[config.mk]
export PLATFORM = sky130hd
export DESIGN_NAME = mem_rr_arbiter_flat
export DESIGN_NICKNAME = d
export VERILOG_FILES = /design/src/rtl/mem_rr_arbiter_if.sv /design/src/rtl/mem_rr_arbiter.sv /design/src/flat_wrapper.sv
export SDC_FILE = /design/constraint.sdc
export NUM_CORES = 1
export LEC_CHECK = 0
export BUFFER_PORTS_ARGS = -buffer_cell sky130_fd_sc_hd__buf_4
export CORE_AREA = 2 2 310 312
export CTS_BUF_LIST = sky130_fd_sc_hd__clkbuf_4 sky130_fd_sc_hd__clkbuf_8 sky130_fd_sc_hd__clkbuf_16
export DETAILED_ROUTE_END_ITERATION = 8
export DIE_AREA = 0 0 312 314
export GPL_ROUTABILITY_DRIVEN = 0
export MAX_ROUTING_LAYER = met4
export PLACE_DENSITY_LB_ADDON = 0.1
export SYNTH_ARGS = -nofsm -noshare
export SYNTH_HDL_FRONTEND = slang
export SYNTH_SLANG_ARGS = --single-unit
[constraint.sdc]
create_clock -name i_clk -period 4.05 [get_ports i_clk]
set_input_delay 1.215 -clock i_clk [delete_from_list [all_inputs] [get_ports i_clk]]
set_output_delay 1.215 -clock i_clk [all_outputs]
set_load 0.02 [all_outputs]
[src/rtl/mem_rr_arbiter_if.sv]
// ---------------------------------------------------------------------------
// mem_rr_arbiter_if
// Bundles the requester-side and memory-side buses of mem_rr_arbiter.
//
// Requester side (one lane per requester, lane i at [i*AW +: AW] etc.):
//   m_req    level request, m_wr write(1)/read(0), m_addr, m_wdata
//   m_rdy    one-cycle completion pulse, m_err one-cycle timeout pulse
//   m_rdata  read data of the most recent completed read (shared)
// Memory side:
//   mem_req/mem_wr/mem_addr/mem_dout  command, held stable until mem_rdy
//   mem_rdy/mem_din                   one-cycle completion with read data
//
// Handshake: a requester raises m_req with its command fields and keeps them
// valid until the arbiter latches them (the edge after which mem_req rises);
// the arbiter answers with exactly one m_rdy pulse per granted command.
// On the memory side mem_req stays high with a stable command until the
// memory returns a single-cycle mem_rdy (or the watchdog aborts).
//
// Modports: slave = arbiter view, master = requesters + memory model view.
// ---------------------------------------------------------------------------
interface mem_rr_arbiter_if #(
    parameter int NREQ = 4,
    parameter int AW   = 64,
    parameter int DW   = 64
);
    logic [NREQ-1:0]    m_req;
    logic [NREQ-1:0]    m_wr;
    logic [NREQ*AW-1:0] m_addr;
    logic [NREQ*DW-1:0] m_wdata;
    logic [NREQ-1:0]    m_rdy;
    logic [NREQ-1:0]    m_err;
    logic [DW-1:0]      m_rdata;

    logic               mem_req;
    logic               mem_wr;
    logic [AW-1:0]      mem_addr;
    logic [DW-1:0]      mem_dout;
    logic               mem_rdy;
    logic [DW-1:0]      mem_din;

    modport slave (
        input  m_req, m_wr, m_addr, m_wdata, mem_rdy, mem_din,
        output m_rdy, m_err, m_rdata, mem_req, mem_wr, mem_addr, mem_dout
    );

    modport master (
        output m_req, m_wr, m_addr, m_wdata, mem_rdy, mem_din,
        input  m_rdy, m_err, m_rdata, mem_req, mem_wr, mem_addr, mem_dout
    );
endinterface

[src/rtl/mem_rr_arbiter.sv]
// ---------------------------------------------------------------------------
// mem_rr_arbiter
// Round-robin arbiter sharing one memory port between NREQ requesters.
// One command is latched, driven to memory until mem_rdy, and completion
// (plus read data) is returned to the granted requester. A watchdog aborts
// a command whose mem_rdy does not arrive within TIMEOUT WAIT cycles.
//
// Ports:
//   i_clk         clock, rising edge
//   i_rst         synchronous active-high reset
//   bus           mem_rr_arbiter_if.slave (requester + memory buses)
//   o_busy        high in ISSUE/WAIT/DONE
//   o_grant_id    current/last granted requester
//   o_err_sticky  set on any timeout, cleared only by reset
//   o_state       FSM state (0 IDLE, 1 ISSUE, 2 WAIT, 3 DONE)
// All outputs are registered.
// ---------------------------------------------------------------------------
module mem_rr_arbiter #(
    parameter int NREQ    = 4,
    parameter int AW      = 64,
    parameter int DW      = 64,
    parameter int TIMEOUT = 1024
) (
    input  logic                    i_clk,
    input  logic                    i_rst,
    mem_rr_arbiter_if.slave         bus,
    output logic                    o_busy,
    output logic [$clog2(NREQ)-1:0] o_grant_id,
    output logic                    o_err_sticky,
    output logic [1:0]              o_state
);
    localparam int IW  = $clog2(NREQ);
    localparam int WDW = (TIMEOUT > 0) ? $clog2(TIMEOUT + 1) : 1;
    localparam logic [WDW-1:0] TO_V  = WDW'(TIMEOUT);
    localparam logic [IW-1:0]  LAST  = IW'(NREQ - 1);

    typedef enum logic [1:0] {
        S_IDLE  = 2'd0,
        S_ISSUE = 2'd1,
        S_WAIT  = 2'd2,
        S_DONE  = 2'd3
    } state_t;

    state_t          r_state,     w_state_nxt;
    logic            r_mem_req,   w_mem_req_nxt;
    logic            r_mem_wr,    w_mem_wr_nxt;
    logic [AW-1:0]   r_mem_addr,  w_mem_addr_nxt;
    logic [DW-1:0]   r_mem_dout,  w_mem_dout_nxt;
    logic            r_cmd_wr,    w_cmd_wr_nxt;
    logic [NREQ-1:0] r_m_rdy,     w_m_rdy_nxt;
    logic [NREQ-1:0] r_m_err,     w_m_err_nxt;
    logic [DW-1:0]   r_m_rdata,   w_m_rdata_nxt;
    logic            r_busy,      w_busy_nxt;
    logic [IW-1:0]   r_grant,     w_grant_nxt;
    logic [IW-1:0]   r_ptr,       w_ptr_nxt;
    logic [WDW-1:0]  r_wd,        w_wd_nxt;
    logic            r_sticky,    w_sticky_nxt;

    logic            w_found;
    logic [IW-1:0]   w_sel;
    logic [IW-1:0]   w_idx;
    logic [IW-1:0]   w_ptr_after;
    logic [WDW-1:0]  w_wd_inc;

    // Rotating priority scan: first set request starting at r_ptr.
    always_comb begin
        w_found = 1'b0;
        w_sel   = '0;
        w_idx   = '0;
        for (int k = 0; k < NREQ; k++) begin
            w_idx = IW'((int'(r_ptr) + k) % NREQ);
            if (!w_found && bus.m_req[w_idx]) begin
                w_found = 1'b1;
                w_sel   = w_idx;
            end
        end
    end

    // The requester after the one just served gets top priority next time.
    assign w_ptr_after = (r_grant == LAST) ? '0 : r_grant + 1'b1;
    assign w_wd_inc    = r_wd + 1'b1;

    // Next-state and next-output logic.
    always_comb begin
        w_state_nxt    = r_state;
        w_mem_req_nxt  = r_mem_req;
        w_mem_wr_nxt   = r_mem_wr;
        w_mem_addr_nxt = r_mem_addr;
        w_mem_dout_nxt = r_mem_dout;
        w_cmd_wr_nxt   = r_cmd_wr;
        w_m_rdy_nxt    = '0;
        w_m_err_nxt    = '0;
        w_m_rdata_nxt  = r_m_rdata;
        w_grant_nxt    = r_grant;
        w_ptr_nxt      = r_ptr;
        w_wd_nxt       = r_wd;
        w_sticky_nxt   = r_sticky;

        case (r_state)
            S_IDLE: begin
                if (w_found) begin
                    // The memory command registers double as the holding
                    // registers, so later requester changes are ignored.
                    w_state_nxt    = S_ISSUE;
                    w_mem_req_nxt  = 1'b1;
                    w_mem_wr_nxt   = bus.m_wr[w_sel];
                    w_cmd_wr_nxt   = bus.m_wr[w_sel];
                    w_mem_addr_nxt = bus.m_addr[int'(w_sel)*AW +: AW];
                    w_mem_dout_nxt = bus.m_wdata[int'(w_sel)*DW +: DW];
                    w_grant_nxt    = w_sel;
                    w_wd_nxt       = '0;
                end
            end
            S_ISSUE, S_WAIT: begin
                if (bus.mem_rdy) begin
                    w_state_nxt          = S_DONE;
                    w_mem_req_nxt        = 1'b0;
                    w_mem_wr_nxt         = 1'b0;
                    w_m_rdy_nxt[r_grant] = 1'b1;
                    w_ptr_nxt            = w_ptr_after;
                    if (!r_cmd_wr) begin
                        w_m_rdata_nxt = bus.mem_din;
                    end
                end else if (r_state == S_ISSUE) begin
                    w_state_nxt = S_WAIT;
                end else if ((TIMEOUT != 0) && (w_wd_inc == TO_V)) begin
                    // Watchdog abort: complete with error, keep old read data.
                    w_state_nxt          = S_DONE;
                    w_mem_req_nxt        = 1'b0;
                    w_mem_wr_nxt         = 1'b0;
                    w_m_rdy_nxt[r_grant] = 1'b1;
                    w_m_err_nxt[r_grant] = 1'b1;
                    w_sticky_nxt         = 1'b1;
                    w_ptr_nxt            = w_ptr_after;
                end else begin
                    w_wd_nxt = w_wd_inc;
                end
            end
            S_DONE: begin
                w_state_nxt = S_IDLE;
            end
            default: begin
                w_state_nxt = S_IDLE;
            end
        endcase

        w_busy_nxt = (w_state_nxt != S_IDLE);
    end

    always_ff @(posedge i_clk) begin
        if (i_rst) begin
            r_state    <= S_IDLE;
            r_mem_req  <= 1'b0;
            r_mem_wr   <= 1'b0;
            r_mem_addr <= '0;
            r_mem_dout <= '0;
            r_cmd_wr   <= 1'b0;
            r_m_rdy    <= '0;
            r_m_err    <= '0;
            r_m_rdata  <= '0;
            r_busy     <= 1'b0;
            r_grant    <= '0;
            r_ptr      <= '0;
            r_wd       <= '0;
            r_sticky   <= 1'b0;
        end else begin
            r_state    <= w_state_nxt;
            r_mem_req  <= w_mem_req_nxt;
            r_mem_wr   <= w_mem_wr_nxt;
            r_mem_addr <= w_mem_addr_nxt;
            r_mem_dout <= w_mem_dout_nxt;
            r_cmd_wr   <= w_cmd_wr_nxt;
            r_m_rdy    <= w_m_rdy_nxt;
            r_m_err    <= w_m_err_nxt;
            r_m_rdata  <= w_m_rdata_nxt;
            r_busy     <= w_busy_nxt;
            r_grant    <= w_grant_nxt;
            r_ptr      <= w_ptr_nxt;
            r_wd       <= w_wd_nxt;
            r_sticky   <= w_sticky_nxt;
        end
    end

    assign bus.mem_req  = r_mem_req;
    assign bus.mem_wr   = r_mem_wr;
    assign bus.mem_addr = r_mem_addr;
    assign bus.mem_dout = r_mem_dout;
    assign bus.m_rdy    = r_m_rdy;
    assign bus.m_err    = r_m_err;
    assign bus.m_rdata  = r_m_rdata;
    assign o_busy       = r_busy;
    assign o_grant_id   = r_grant;
    assign o_err_sticky = r_sticky;
    assign o_state      = r_state;
endmodule

[src/flat_wrapper.sv]
// flat-port wrapper written by rule: the top's interface ports become plain ports
module mem_rr_arbiter_flat 
#(
    parameter int NREQ    = 4,
    parameter int AW      = 64,
    parameter int DW      = 64,
    parameter int TIMEOUT = 1024
)
  (i_clk, i_rst, o_busy, o_grant_id, o_err_sticky, o_state, bus_m_req, bus_m_wr, bus_m_addr, bus_m_wdata, bus_mem_rdy, bus_mem_din, bus_m_rdy, bus_m_err, bus_m_rdata, bus_mem_req, bus_mem_wr, bus_mem_addr, bus_mem_dout);
  mem_rr_arbiter_if #(.NREQ(NREQ), .AW(AW), .DW(DW)) bus_i ();
  input  logic i_clk;
  input  logic i_rst;
  output logic o_busy;
  output logic [$clog2(NREQ)-1:0] o_grant_id;
  output logic o_err_sticky;
  output logic [1:0] o_state;
  input wire logic [$bits(bus_i.m_req)-1:0] bus_m_req;
  input wire logic [$bits(bus_i.m_wr)-1:0] bus_m_wr;
  input wire logic [$bits(bus_i.m_addr)-1:0] bus_m_addr;
  input wire logic [$bits(bus_i.m_wdata)-1:0] bus_m_wdata;
  input wire logic [$bits(bus_i.mem_rdy)-1:0] bus_mem_rdy;
  input wire logic [$bits(bus_i.mem_din)-1:0] bus_mem_din;
  output wire logic [$bits(bus_i.m_rdy)-1:0] bus_m_rdy;
  output wire logic [$bits(bus_i.m_err)-1:0] bus_m_err;
  output wire logic [$bits(bus_i.m_rdata)-1:0] bus_m_rdata;
  output wire logic [$bits(bus_i.mem_req)-1:0] bus_mem_req;
  output wire logic [$bits(bus_i.mem_wr)-1:0] bus_mem_wr;
  output wire logic [$bits(bus_i.mem_addr)-1:0] bus_mem_addr;
  output wire logic [$bits(bus_i.mem_dout)-1:0] bus_mem_dout;
  assign bus_i.m_req = bus_m_req;
  assign bus_i.m_wr = bus_m_wr;
  assign bus_i.m_addr = bus_m_addr;
  assign bus_i.m_wdata = bus_m_wdata;
  assign bus_i.mem_rdy = bus_mem_rdy;
  assign bus_i.mem_din = bus_mem_din;
  assign bus_m_rdy = bus_i.m_rdy;
  assign bus_m_err = bus_i.m_err;
  assign bus_m_rdata = bus_i.m_rdata;
  assign bus_mem_req = bus_i.mem_req;
  assign bus_mem_wr = bus_i.mem_wr;
  assign bus_mem_addr = bus_i.mem_addr;
  assign bus_mem_dout = bus_i.mem_dout;
  mem_rr_arbiter #(.NREQ(NREQ), .AW(AW), .DW(DW), .TIMEOUT(TIMEOUT)) u_core (.i_clk(i_clk), .i_rst(i_rst), .bus(bus_i), .o_busy(o_busy), .o_grant_id(o_grant_id), .o_err_sticky(o_err_sticky), .o_state(o_state));
endmodule
==> summary.md <==
| Metric | Value |
|---|---|
| Layout Area Growth over Synthesis | 71.41% |
| Worst endpoint required time | 4430 ps |
| CTS buffer count | 36 |
| Syn Area/Cell | 8.152 µm² |
| First-pass GRT wire length | 107500 µm |
| Share of cells above drive strength 1 | 41.25% |
| Crit start category | primary input |
| Total power divided by cell area | 675.9 nW/µm² |
| M1 WL | 31010 µm |
| Vias in the first global route | approximately 15000 |
| Synth Area in Simple Gates | 18.56% |
| IO Pins | 795 |
| Die area | 97970 µm² |
| Hold Buf Count CTS | 0 |
| Worst min path class | flop to flop |
| Clock latency on the worst-skew pair | 550 ps |
| Adder-cell share of the synthesized area | 0.8186% |
| CP Max Fanout | 44 |
| Number of DRC markers in iteration 0 | 790 |
| Final Cycle Share | between 60% and 70% |
| Wire per inst | 21.66 µm |
| Type of the worst setup path | primary input to flop |
| Clock transition at the registers of the reported paths | 50 ps |
| Post-synth EDFFs | 0 |
| DRT Pass-1 Iters | 6 |
| Initial antenna violation count | 16 |
| WL final | 76350 µm |
| CTS tree | done |
| Max rail drop VDD | 0.0005041 V |
| Largest family of logic cells by synthesized area | compound AO/OA/AOI/OAI gates |
| Clock skew | between 15 and 20 ps |
| Leak | 10.03 nW |
| R2R Setup Slk | 1340 ps |
| Multiplexer share of the synthesized area | 10.48% |
| Final hold violations | 0 |
| Warnings from Yosys | 0 |
| Deepest clock path buffer count | 3 |
| Layout Utilization | about 22% |
| WP data arrival | 3200 ps |
| Most used DFF post-synth | dfxtp_1 |
| Gr ovfl total | 0 |
| Die width | 312 µm |
| Setup TNS | 0 ps |
| Fmax | 355.0 MHz |
| Sink Count | 222 |
| Routed wl met2 | 38820 µm |
| Final nets | between 2000 and 3000 |
| Async SR Flop Fraction | 0% |
| Sequential area share after synthesis | 36.35% |
| RSZ-0062 raised after global routing | false |
| # setup viols final | 0 |
| Vias | ~14000 |
| WL met3 | 4676 µm |
| All-Layer GR Usage | 15.28% |
| Fillcell total | 10620 |
| Flop and latch count out of synthesis | 222 |
| Netlist cell types | 51 |
| Minimum clock period | 2817 ps |
| Max Cap Viol | 0 |
| Port Buf Inserts | between 700 and 800 |
| Largest net degree at the start of global routing | 121 |
| Slew HR | between 40% and 50% |
| ANT nets after route | 0 |
| Cell count after synthesis | 1500 |
| Worst Setup End Kind | flop |
| Post-synthesis net count | 2095 |
| H-Tree Depth | 2 |
| Drt via density | 4.076 |
| Status | complete, no violations |
| Root buffer cell | clkbuf_16 |
| Post-Syn Area | 12230 µm² |
| Std-Cell Rows | 113 |
| XOR/XNOR share of the synthesized area | 0% |
| Final slew viol count | 0 |
| Compound-gate portion of the synthesized area | 28.16% |
| Highest metal used | met4 |
| Core box area | approximately 94000 µm² |
| Post-CTS setup buffer count | 0 |
| Post-DP HPWL | 58840 µm |
| Die height | 314 µm |
| Residual DRC | 0 |
| Starting density of the core | 12.95% |
| Slew @ Worst Pin | 887.4 ps |
| Post-cts sizing count | 0 |
==> cells in the mapped netlist (all sizes together), types with 4 or more instances <==
cell / instances / share of area (%)
nand4: 4 / 0.20
nor2: 11 / 0.34
or3: 4 / 0.23
clkbuf: 126 / 3.9
ha: 8 / 0.82
or4: 4 / 0.25
nand2: 271 / 8.3
buf: 32 / 1.5
and2: 5 / 0.26
mux2i: 128 / 10
o31ai: 5 / 0.31
a21oi: 207 / 8.5
a211o: 133 / 9.6
and3: 138 / 7.1
nand3: 13 / 0.53
dfxtp: 222 / 36
a211oi: 129 / 7.9
nor2b: 5 / 0.26
inv: 9 / 0.28
o21ai: 6 / 0.25
==> where the power goes <==
group,internal [mW],switching [mW],total [mW]
Clock,2.02,1.20,3.21
Combinational,3.07,4.51,7.58
Sequential,2.91,0.467,3.38
==> kinds of logic (layout without fill, tap and decap cells) <==
| group | Yosys count | count (layout) |
|---|---|---|
| DFF | 222 | 222 |
| other | 0 | 15 |
| adders and majority gates | 8 | 8 |
| buffers and inverters | 167 | 912 |
| muxes | 128 | 128 |
| AOI/OAI and AO/OA | 504 | 504 |
| and+or+nand+nor | 471 | 471 |
==> critical path: stages <==
cell and delay [ps]:
buf_4 110, nor2b_1 270, nor2_1 100, o221a_4 320, buf_12 190, buf_4 230
a211oi_1 450, a211o_1 170, a21oi_1 60
==> cell type report <==
type                    instances  area (µm²)  share of cell area (%)
repair buffers                845        6535                   31.18
clock buffers                  52        1076                   5.134
clock inverters                 6       105.1                  0.5014
inverters                       9       33.78                  0.1612
diodes                         15       37.54                  0.1791
flip-flops and latches        222        4444                   21.20
multi-input cells            1111        7146                   34.09
well taps                    1265        1583                   7.551
==> metal layers <==
metal | up-vias | GRT usage (%)
met2 | 476 | 26.35
met5 | - | -
met4 | 0 | 5.103
met3 | 81 | 3.926
met1 | 6809 | 17.15
li1 | 7001 | -
==> flip-flops by register name, indices dropped and copies added (netlist names) <==
register             cells
u_core.bus.m_err         4
u_core.bus.m_rdata      64
u_core.bus.m_rdy         4
u_core.bus.mem_addr     64
u_core.bus.mem_dout     64
u_core.bus.mem_req       1
u_core.bus.mem_wr        1
u_core.o_busy            1
u_core.o_err_sticky      1
u_core.o_grant_id        2
u_core.o_state           2
u_core.r_cmd_wr          1
u_core.r_ptr             2
u_core.r_wd             11
==> metrics by stage <==
| stage | worst slack [ps] | std cells | instance area, µm² | power (mW) | hold WS (ps) |
|---|---|---|---|---|---|
| after floorplan | 1147 | 1500 | 12230 | 7.603 | 445.0 |
| after global placement | 646.6 | 3452 | 19740 | 11.15 | 444.6 |
| after detailed placement | 653.7 | 3452 | 19740 | 11.17 | 446.6 |
| after CTS | 1271 | 3510 | 20920 | 14.52 | 454.5 |
| after global routing | 1139 | 3524 | 20960 | 15.14 | 468.5 |
| final | 1233 | 3525 | 20960 | 14.17 | 450.6 |
==> placed cells by master (no fill, tap or decap), types with 3 or more instances in the layout <==
cell type  count
a211o_1      129
a211o_2        3
a211oi_1     129
a21oi_1      207
a31oi_1        3
and2_1         5
and3_1       136
buf_12        15
buf_4        829
bufinv_16      3
clkbuf_16     37
clkbuf_4       9
clkbuf_8       6
clkinv_2       3
dfxtp_1      222
diode_2       15
ha_1           8
inv_1          9
mux2i_1      128
nand2_1      270
nand3_1       13
nand4_1        4
nor2_1        10
nor2b_1        5
nor3_1         3
o21ai_0        6
o311ai_0       3
o31ai_1        5
or2_2          3
or4_1          4
==> final timing paths <==
check | start | end | cells past startpoint
worst max-delay path | bus_m_req[0] | u_core.bus.mem_addr[23] | 9
worst min-delay path | u_core.bus.mem_dout[6] | u_core.bus.mem_dout[6] | 2
worst max register to register | u_core.o_state[0] | u_core.r_wd[8] | 7
worst min register to register | u_core.bus.mem_dout[6] | u_core.bus.mem_dout[6] | 2
Power figures use the tool's default switching activity.
